==> src/rtl/key_conditioner_if.sv <==
// Key bundle between the board push-buttons and the conditioner.
// key_n: raw active-low pins; pulse: one-cycle press strobes; level: debounced pressed state.
interface key_if #(
   parameter int NKEYS = 3
);
   logic [NKEYS-1:0] key_n;
   logic [NKEYS-1:0] pulse;
   logic [NKEYS-1:0] level;

   modport master (output key_n, input pulse, input level);
   modport slave  (input key_n, output pulse, output level);
endinterface

==> src/rtl/key_conditioner.sv <==
// key_conditioner: synchronizes, debounces and edge-detects active-low push-buttons,
// producing a one-cycle press pulse per debounced press.
// Optional hold-to-repeat per key is built only when KEY_AUTOREPEAT_EN is defined;
// without it every key yields exactly one pulse per debounced press.
// Key index: 0 = undo, 1 = move, 2 = scramble.
//
// Repeat FSM (one per key with REPEAT_MASK bit set):
//   state      | meaning
//   IDLE       | key released (or mask clear); rcnt held at 0
//   WAIT_FIRST | pressed, counting REPEAT_DELAY to the first repeat pulse
//   REPEATING  | still held, firing a pulse every REPEAT_PERIOD cycles
// A debounced release returns to IDLE from any state without firing.
module key_conditioner #(
   parameter int               NKEYS           = 3,
   parameter int               DEBOUNCE_CYCLES = 1_000_000,
   parameter int               REPEAT_DELAY    = 25_000_000,
   parameter int               REPEAT_PERIOD   = 5_000_000,
   parameter logic [NKEYS-1:0] REPEAT_MASK     = 3'b001
) (
   input  logic  clk,
   input  logic  rst,
   key_if.slave  keys
);

   localparam int             DW      = $clog2(DEBOUNCE_CYCLES);
   localparam logic [DW-1:0]  DB_LAST = DW'(DEBOUNCE_CYCLES - 1);

   // Elaboration-time parameter sanity; these never produce hardware.
   if (DEBOUNCE_CYCLES < 2) begin : g_bad_debounce
      $error("key_conditioner: DEBOUNCE_CYCLES must be >= 2");
   end
   if (REPEAT_DELAY < 2 || REPEAT_PERIOD < 2) begin : g_bad_repeat
      $error("key_conditioner: REPEAT_DELAY and REPEAT_PERIOD must be >= 2");
   end

   logic [NKEYS-1:0] sync1;
   logic [NKEYS-1:0] s;
   logic [NKEYS-1:0] level_q;
   logic [NKEYS-1:0] level_d;
   logic [NKEYS-1:0] rise;
   logic [NKEYS-1:0] rep_fire;
   logic [NKEYS-1:0] pulse_q;

   // Two-flop synchronizer on the inverted pins so s[k] = 1 means pressed.
   always_ff @(posedge clk or posedge rst) begin
      if (rst) begin
         sync1 <= '0;
         s     <= '0;
      end else begin
         sync1 <= ~keys.key_n;
         s     <= sync1;
      end
   end

   for (genvar k = 0; k < NKEYS; k++) begin : g_db
      logic [DW-1:0] cnt;
      logic          lvl;

      // Debounce: level follows s only after DEBOUNCE_CYCLES consecutive disagreeing cycles.
      always_ff @(posedge clk or posedge rst) begin
         if (rst) begin
            cnt <= '0;
            lvl <= 1'b0;
         end else if (s[k] == lvl) begin
            cnt <= '0;
         end else if (cnt == DB_LAST) begin
            lvl <= s[k];
            cnt <= '0;
         end else begin
            cnt <= cnt + 1'b1;
         end
      end

      assign level_q[k] = lvl;
   end

   assign rise = level_q & ~level_d;

   // Edge-detect history and the registered press/repeat strobe.
   always_ff @(posedge clk or posedge rst) begin
      if (rst) begin
         level_d <= '0;
         pulse_q <= '0;
      end else begin
         level_d <= level_q;
         pulse_q <= rise | rep_fire;
      end
   end

`ifdef KEY_AUTOREPEAT_EN
   localparam int            RMAX        = (REPEAT_DELAY > REPEAT_PERIOD) ? REPEAT_DELAY
                                                                         : REPEAT_PERIOD;
   localparam int            RW          = $clog2(RMAX);
   localparam logic [RW-1:0] DELAY_LAST  = RW'(REPEAT_DELAY - 1);
   localparam logic [RW-1:0] PERIOD_LAST = RW'(REPEAT_PERIOD - 1);

   typedef enum logic [1:0] {
      IDLE,
      WAIT_FIRST,
      REPEATING
   } rep_state_t;

   logic [NKEYS-1:0] fall;
   assign fall = ~level_q & level_d;

   for (genvar k = 0; k < NKEYS; k++) begin : g_rep
      if (REPEAT_MASK[k]) begin : g_on
         rep_state_t    state;
         rep_state_t    state_nxt;
         logic [RW-1:0] rcnt;
         logic [RW-1:0] rcnt_nxt;
         logic          fire;

         // Repeat FSM state and interval counter.
         always_ff @(posedge clk or posedge rst) begin
            if (rst) begin
               state <= IDLE;
               rcnt  <= '0;
            end else begin
               state <= state_nxt;
               rcnt  <= rcnt_nxt;
            end
         end

         // Next state and repeat strobe; a release wins over a due repeat.
         always_comb begin
            state_nxt = state;
            rcnt_nxt  = rcnt + 1'b1;
            fire      = 1'b0;
            if (fall[k]) begin
               state_nxt = IDLE;
               rcnt_nxt  = '0;
            end else begin
               case (state)
                  IDLE: begin
                     rcnt_nxt = '0;
                     if (rise[k]) state_nxt = WAIT_FIRST;
                  end
                  WAIT_FIRST: begin
                     if (rcnt == DELAY_LAST) begin
                        state_nxt = REPEATING;
                        rcnt_nxt  = '0;
                        fire      = 1'b1;
                     end
                  end
                  REPEATING: begin
                     if (rcnt == PERIOD_LAST) begin
                        rcnt_nxt = '0;
                        fire     = 1'b1;
                     end
                  end
                  default: begin
                     state_nxt = IDLE;
                     rcnt_nxt  = '0;
                  end
               endcase
            end
         end

         assign rep_fire[k] = fire;
      end else begin : g_off
         assign rep_fire[k] = 1'b0;
      end
   end
`else
   assign rep_fire = '0;
`endif

   assign keys.pulse = pulse_q;
   assign keys.level = level_q;

endmodule

==> src/flat_wrapper.sv <==
// flat-port wrapper written by rule: the top's interface ports become plain ports
module key_conditioner_flat 
#(
   parameter int               NKEYS           = 3,
   parameter int               DEBOUNCE_CYCLES = 1_000_000,
   parameter int               REPEAT_DELAY    = 25_000_000,
   parameter int               REPEAT_PERIOD   = 5_000_000,
   parameter logic [NKEYS-1:0] REPEAT_MASK     = 3'b001
)
  (clk, rst, keys_key_n, keys_pulse, keys_level);
  key_if #(.NKEYS(NKEYS)) keys_i ();
  input  logic clk;
  input  logic rst;
  input wire logic [$bits(keys_i.key_n)-1:0] keys_key_n;
  output wire logic [$bits(keys_i.pulse)-1:0] keys_pulse;
  output wire logic [$bits(keys_i.level)-1:0] keys_level;
  assign keys_i.key_n = keys_key_n;
  assign keys_pulse = keys_i.pulse;
  assign keys_level = keys_i.level;
  key_conditioner #(.NKEYS(NKEYS), .DEBOUNCE_CYCLES(DEBOUNCE_CYCLES), .REPEAT_DELAY(REPEAT_DELAY), .REPEAT_PERIOD(REPEAT_PERIOD), .REPEAT_MASK(REPEAT_MASK)) u_core (.clk(clk), .rst(rst), .keys(keys_i));
endmodule
==> config.mk <==
export PLATFORM = sky130hd
export DESIGN_NAME = key_conditioner_flat
export DESIGN_NICKNAME = d
export VERILOG_FILES = /design/src/rtl/key_conditioner_if.sv /design/src/rtl/key_conditioner.sv /design/src/flat_wrapper.sv
export SDC_FILE = /design/constraint.sdc
export NUM_CORES = 1
export LEC_CHECK = 0
export CORE_UTILIZATION = 55
export DETAILED_ROUTE_END_ITERATION = 10
export PLACE_DENSITY = 0.75
export SKIP_CTS_REPAIR_TIMING = 1
export SYNTH_ARGS = -nofsm -noshare
export SYNTH_HDL_FRONTEND = slang
export SYNTH_SLANG_ARGS = --single-unit
==> constraint.sdc <==
create_clock -name clk -period 1.95 [get_ports clk]
set_input_delay 0.195 -clock clk [delete_from_list [all_inputs] [get_ports clk]]
set_output_delay 0.195 -clock clk [all_outputs]
set_load 0.02 [all_outputs]
==> impl_metrics.ini, run 1 <==
[critical_path]
cp.required_ps = 2180
cp_data_arrival_time_ps = 2230
reg2reg_from = u_core.g_db[2].cnt[10]$_DFF_PP0_
worstSetupPathType = reg2reg
worstSetupStartpoint = u_core.g_db[2].cnt[10]$_DFF_PP0_
path_max_fanout = 7
endpoint_kind = register
critPathLaunchType = register

[placement]
placed_area_mm2 = 0.00400
finalWeightedCongestion = 0.806
hpwl_um = 4850
numPlacedInstances = 458
io_buffers = 10

[floorplanning]
rows = 28
start_util_pct = 58.3
core-area_mm2 = 0.00603
die_w_um = 81.9
die_h_um = 81.9
ioPinCount = 11
die_area_mm2 = 0.00671

[synthesis]
seq_area_frac_synth_pct = 53.4
synth_area_per_cell_um2 = 10.1
syn_nets = 355
synthesis.area_mm2 = 0.00351
synth-edff-count = 0
synthDistinctLibCells = 40
synth_flop_cell = dfrtp_1
synth_seq_cells = 75
synthArstFlopShare_pct = 100
synthCells = 347
ys_warn_count = 0

[pwr]
p_per_area_mw_per_mm2 = 648
switchingPower_mw = 0.602
switching_share_pct = 22.0
p_int_mw = 2.14
power_frac_comb_pct = 5.2
ir_worst_vdd_mv = 0.478
clkPwrFrac_pct = 36.7
power_frac_seq_pct = 58.1
p_leak_nw = 1.72

[global_routing]
grt_remaining_overflow = 0
track_usage_pct = 23.7
antenna_found_initial = 0
grt_pass1_wl_um = 11800
grt_max_degree = 22
first_global_vias = 2549

[drt]
drt-initial-drc-count = 93
ant_nets = 0
wl_met1_um = 3080
routed_via_density = 5.66
num_vias = 2668
topRoutingLayerUsed = met4
drc = 0
met3_length_um = 227
wirelength_um = 6890
first_pass_iters = 4
wire_per_inst_um = 14.6
wl_met2_um = 3440

[timing]
finalMaxSlewViolations = 0
fin_crit_ps = 1990
setup_viol = 22
slew_headroom_pct = 64.0
rsz0062_at_grt = yes
fin_setup_tns_ps = -728
worst_pin_slew_ps = 539
fmax_ghz = 0.502
layout_setup_ws_ps = -43.0
skew_ps = 7.32
final_min_period_over_clock_period_pct = 102
hold-worst-slack_ps = 245
hold_violations = 0

[run_status]
violations = setup timing
outcome = complete, but fails checks

[clock_network]
clock_path_buffers = 2
cts_tree = done
cts.sinks = 75
cts_root_buf = clkbuf_8
cts_buffers = 9
clk_pin_slew_ps = 70
h-tree-depth = 3
clk_latency_ps = 350

[flow_run]
maxCapViolCount = 0

[cells_and_area]
final_nets = 403
num_antenna_cells = 0
final_cells = 471
fin_area_mm2 = 0.00424
drive_gt1_share_pct = 22.2
nFillCells = 451
area_delta_synth_final_pct = 20.5

[min_path]
hp-class = in2async
## worst paths after layout
path	end	slack [ps]	cells after the start
worst min-delay path	u_core.g_db[1].cnt[6]$_DFF_PP0_	240	2
min in group clk	u_core.sync1[1]$_DFF_PP0_	330	2
worst max register to register	u_core.g_db[2].cnt[9]$_DFF_PP0_	-40	5
worst min register to register	u_core.s[0]$_DFF_PP0_	350	0
max in group asynchronous	u_core.level_d[1]$_DFF_PP0_	1230	3
worst max-delay path	u_core.g_db[2].cnt[9]$_DFF_PP0_	-40	5
## worst max-delay path, cell delays in order, from the launching register on
cell and delay (ps):
dfrtp_1 380, or4_1 510, or4_4 550, o21ai_4 220, buf_6 180, nor2_1 50
## sequential cells by signal, summed over array words and instances, names as in the netlist
signal             count
u_core.s               3
u_core.level_d         3
u_core.keys.pulse      3
u_core.sync1           3
u_core.g_db.lvl        3
u_core.g_db.cnt       60
## routing by layer
| layer | vias up | global-route usage (%) |
|---|---|---|
| met5 | - | 0 |
| met4 | 0 | 11.4 |
| met3 | 13 | 4.56 |
| met2 | 47 | 38.5 |
| met1 | 1316 | 30.3 |
| li1 | 1292 | - |
## cells in the final DEF, fill, tap and decap left out, types with 4 or more instances in the layout
master / netlist / routed
or4_4: 2 / 5
or4_1: 9 / 6
buf_4: 3 / 32
a21oi_1: 11 / 5
a21oi_2: 1 / 7
o21ai_0: 8 / 8
clkdlybuf4s50_1: 0 / 10
nor2_1: 53 / 47
buf_12: 0 / 4
nand2_1: 15 / 15
dfrtp_1: 75 / 74
xnor2_1: 28 / 28
nand3_1: 23 / 23
xor2_1: 14 / 14
nor4_1: 11 / 11
clkbuf_8: 0 / 11
or3_1: 4 / 4
nand4_1: 11 / 11
nor3_1: 12 / 11
nor2_2: 0 / 5
o31ai_1: 5 / 5
inv_1: 18 / 17
## layout make-up
cell class,count,area [um2],area share (%)
flip-flops and latches,75,1880,44.3
multi-input cells,242,1580,37.4
repair buffers,49,454,10.7
clock buffers,12,155,3.66
well taps,75,93.8,2.22
inverters,18,71.3,1.68
## kinds of logic after synthesis
group / share of synthesized area, %
buffers and inverters: 3.88
XOR/XNOR: 10.5
AND/OR/NAND/NOR: 23.9
AO/OA/AOI/OAI: 5.41
adder cells (fa/ha/maj): 1.07
flip-flops: 53.4
multiplexers: 1.82
## stage by stage
step	total power, mW	utilization, %	setup WS, ps
floorplan	1.69	-	-11.5
global placement	1.75	66.3	-17.9
detailed placement	1.76	66.3	-71.9
CTS	2.77	68.9	-84.3
global route	2.87	70.3	-104
finish	2.74	70.3	-43.0
## synth_stat cells, types with 5 or more instances
master,count,area [um2]
dfrtp_1,75,1880
nor2_1,53,199
xnor2_1,28,245
nand3_1,23,115
inv_1,18,67.6
nand2_1,15,56.3
xor2_1,14,123
nor3_1,12,60.1
a21oi_1,11,55.1
nand4_1,11,68.8
nor4_1,11,68.8
or4_1,9,67.6
o21ai_0,8,40.0
o31ai_1,5,37.5
## power by group through the flow
stage               Clock [mW]  Combinational, mW  Sequential [mW]
finish                    1.01              0.142             1.59
global route              1.11              0.161             1.60
CTS                       1.04              0.135             1.59
detailed placement           0              0.134             1.62
global placement             0              0.130             1.62
floorplan                    0             0.0707             1.62
Note: power is estimated with default switching activity, not from simulation.
==> run 2: changes to the inputs <==
--- a/config.mk
+++ b/config.mk
@@ -5,9 +5,10 @@
 export SDC_FILE = /design/constraint.sdc
 export NUM_CORES = 1
 export LEC_CHECK = 0
-export CORE_UTILIZATION = 55
+export CORE_MARGIN = 2
+export CORE_UTILIZATION = 60
 export DETAILED_ROUTE_END_ITERATION = 10
-export PLACE_DENSITY = 0.75
+export PLACE_DENSITY = 0.78
 export SKIP_CTS_REPAIR_TIMING = 1
 export SYNTH_ARGS = -nofsm -noshare
 export SYNTH_HDL_FRONTEND = slang
==> constraint.sdc (replaced) <==
create_clock -name clk -period 2.2 [get_ports clk]
set_input_delay 0.22 -clock clk [delete_from_list [all_inputs] [get_ports clk]]
set_output_delay 0.22 -clock clk [all_outputs]
set_load 0.02 [all_outputs]
==> impl_metrics.ini, run 2 (same netlist as run 1, synthesis figures left out) <==
[cells_and_area]
fin_area_mm2 = 0.00399
mostFrequentLayoutCell = dfrtp_1
final_cell_mix = dfrtp_1, nor2_1, xnor2_1, nand3_1, inv_1
largest_register_ffs = 60
regMostFlops = u_core.g_db.cnt
num_antenna_cells = 0
area_delta_synth_final_pct = 13.5
drive_gt1_share_pct = 13.3
final_nets = 379

[flow_run]
maxCapViolCount = 0

[global_routing]
grt_max_degree = 76
track_usage_pct = 21.9
grt_pass1_wl_um = 10900
grt_remaining_overflow = 0
first_global_vias = 2422
antenna_found_initial = 0

[drt]
drc = 0
routed_via_density = 5.66
wire_per_inst_um = 14.1
wirelength_um = 6310
first_pass_iters = 4
num_vias = 2535
ant_nets = 0
drt-initial-drc-count = 133

[timing]
setup_viol = 0
hold_violations = 0
skew_ps = 5.66
worst_pin_slew_ps = 613
fmax_ghz = 0.475
fin_crit_ps = 2110
finalMaxSlewViolations = 0
rsz0062_at_grt = no
slew_headroom_pct = 58.7
final_min_period_over_clock_period_pct = 95.7
fin_setup_tns_ps = 0

[floorplanning]
die_area_mm2 = 0.00648
die_h_um = 80.5
ioPinCount = 11
core-area_mm2 = 0.00557
start_util_pct = 63.0
die_w_um = 80.5
rows = 27

[min_path]
hp-class = in2async

[critical_path]
worstReg2RegEnd = u_core.g_db[1].lvl$_DFFE_PP0P_
path_delay_family = simple AND/OR/NAND/NOR gates
worstRegToRegCells = 4
crit_path_top_delay_cell = or4b_1
path_max_fanout = 3
endpoint_kind = register
cp_num_buf_inv = 0
reg2reg_from = u_core.g_db[1].cnt[13]$_DFF_PP0_
slowest_delay_ps = 520
cp.required_ps = 2430
crit_path_cell_trace = or4b_1, or4_4, nor2_1, mux2_2
cp_data_arrival_time_ps = 2330
r2r_slack_ps = 90
critPathLaunchType = register
worstSetupPathType = reg2reg

[placement]
placed_area_mm2 = 0.00376
hpwl_um = 4100
io_buffers = 10
finalWeightedCongestion = 0.902

[clock_network]
cts.sinks = 75
cts_root_buf = clkbuf_8
cts_tree = done
clock_path_buffers = 2
clk_latency_ps = 340
clk_pin_slew_ps = 80
cts_buffers = 9
h-tree-depth = 3

[pwr]
ir_worst_vdd_mv = 0.536
p_leak_nw = 1.63
total_power_mw = 2.69
p_per_area_mw_per_mm2 = 674

[run_status]
outcome = finished, final reports clean
[run 2: cell count changes in the layout (fill, tap and decap cells not counted), sizes merged]
cell / change
clkinv: +3
clkbuf: -2
bufinv: +2
clkinvlp: -1
inv: +2
buf: -24
[run 2: layout make-up]
type                       count  area, um2
fill                         412       1590
clock buffer                  10        138
clock inverter                 6       87.6
inverter                      18       67.6
multi-input combinational    242       1500
sequential                    75       1880
tap                           72       90.1
timing repair buffer          25        225
[run 2: metrics by stage]
stage	setup slack [ps]	util, %	hold WS (ps)	cells
after floorplan	70.0	-	279	347
after global placement	141	67.5	332	432
after detailed placement	54.8	67.5	340	432
after CTS	15.9	71.5	292	448
after global routing	6.35	71.6	315	448
final	93.6	71.6	276	448
[run 2: worst min-delay path: stages]
cell and delay, ps:
clkdlybuf4s50_1 410, inv_2 70, buf_12 330
[run 2: report_power, final]
| group | total, mW | internal, mW | switching (mW) | leakage, nW |
|---|---|---|---|---|
| Sequential | 1.42 | 1.40 | 0.0192 | 1.03 |
| Combinational | 0.0925 | 0.0333 | 0.0592 | 0.484 |
| Clock | 1.18 | 0.672 | 0.510 | 0.117 |
| Total | 2.69 | 2.10 | 0.589 | 1.63 |
[run 2: how the worst max path moves through the flow]
stage / from / end / slack [ps] / depth (start not counted)
floorplan: rst / u_core.g_db[0].cnt[0]$_DFF_PP0_ / 70 / 1
global placement: u_core.g_db[2].cnt[0]$_DFF_PP0_ / u_core.g_db[2].cnt[18]$_DFF_PP0_ / 140 / 5
detailed placement: u_core.g_db[2].cnt[0]$_DFF_PP0_ / u_core.g_db[2].cnt[18]$_DFF_PP0_ / 50 / 5
CTS: u_core.g_db[2].cnt[0]$_DFF_PP0_ / u_core.g_db[2].cnt[18]$_DFF_PP0_ / 20 / 5
global route: u_core.g_db[1].cnt[13]$_DFF_PP0_ / u_core.g_db[1].lvl$_DFFE_PP0P_ / 6 / 4
finish: u_core.g_db[1].cnt[13]$_DFF_PP0_ / u_core.g_db[1].lvl$_DFFE_PP0P_ / 90 / 4
[run 2: per-layer routing]
layer  GRT usage, %  vias to the layer above  part of all wire, %
met5              0                        -                    0
met4           12.2                        0                  2.2
met3           3.71                       13                  2.8
met2           34.7                       42                   47
met1           28.7                     1233                   48
li1               -                     1247                    -
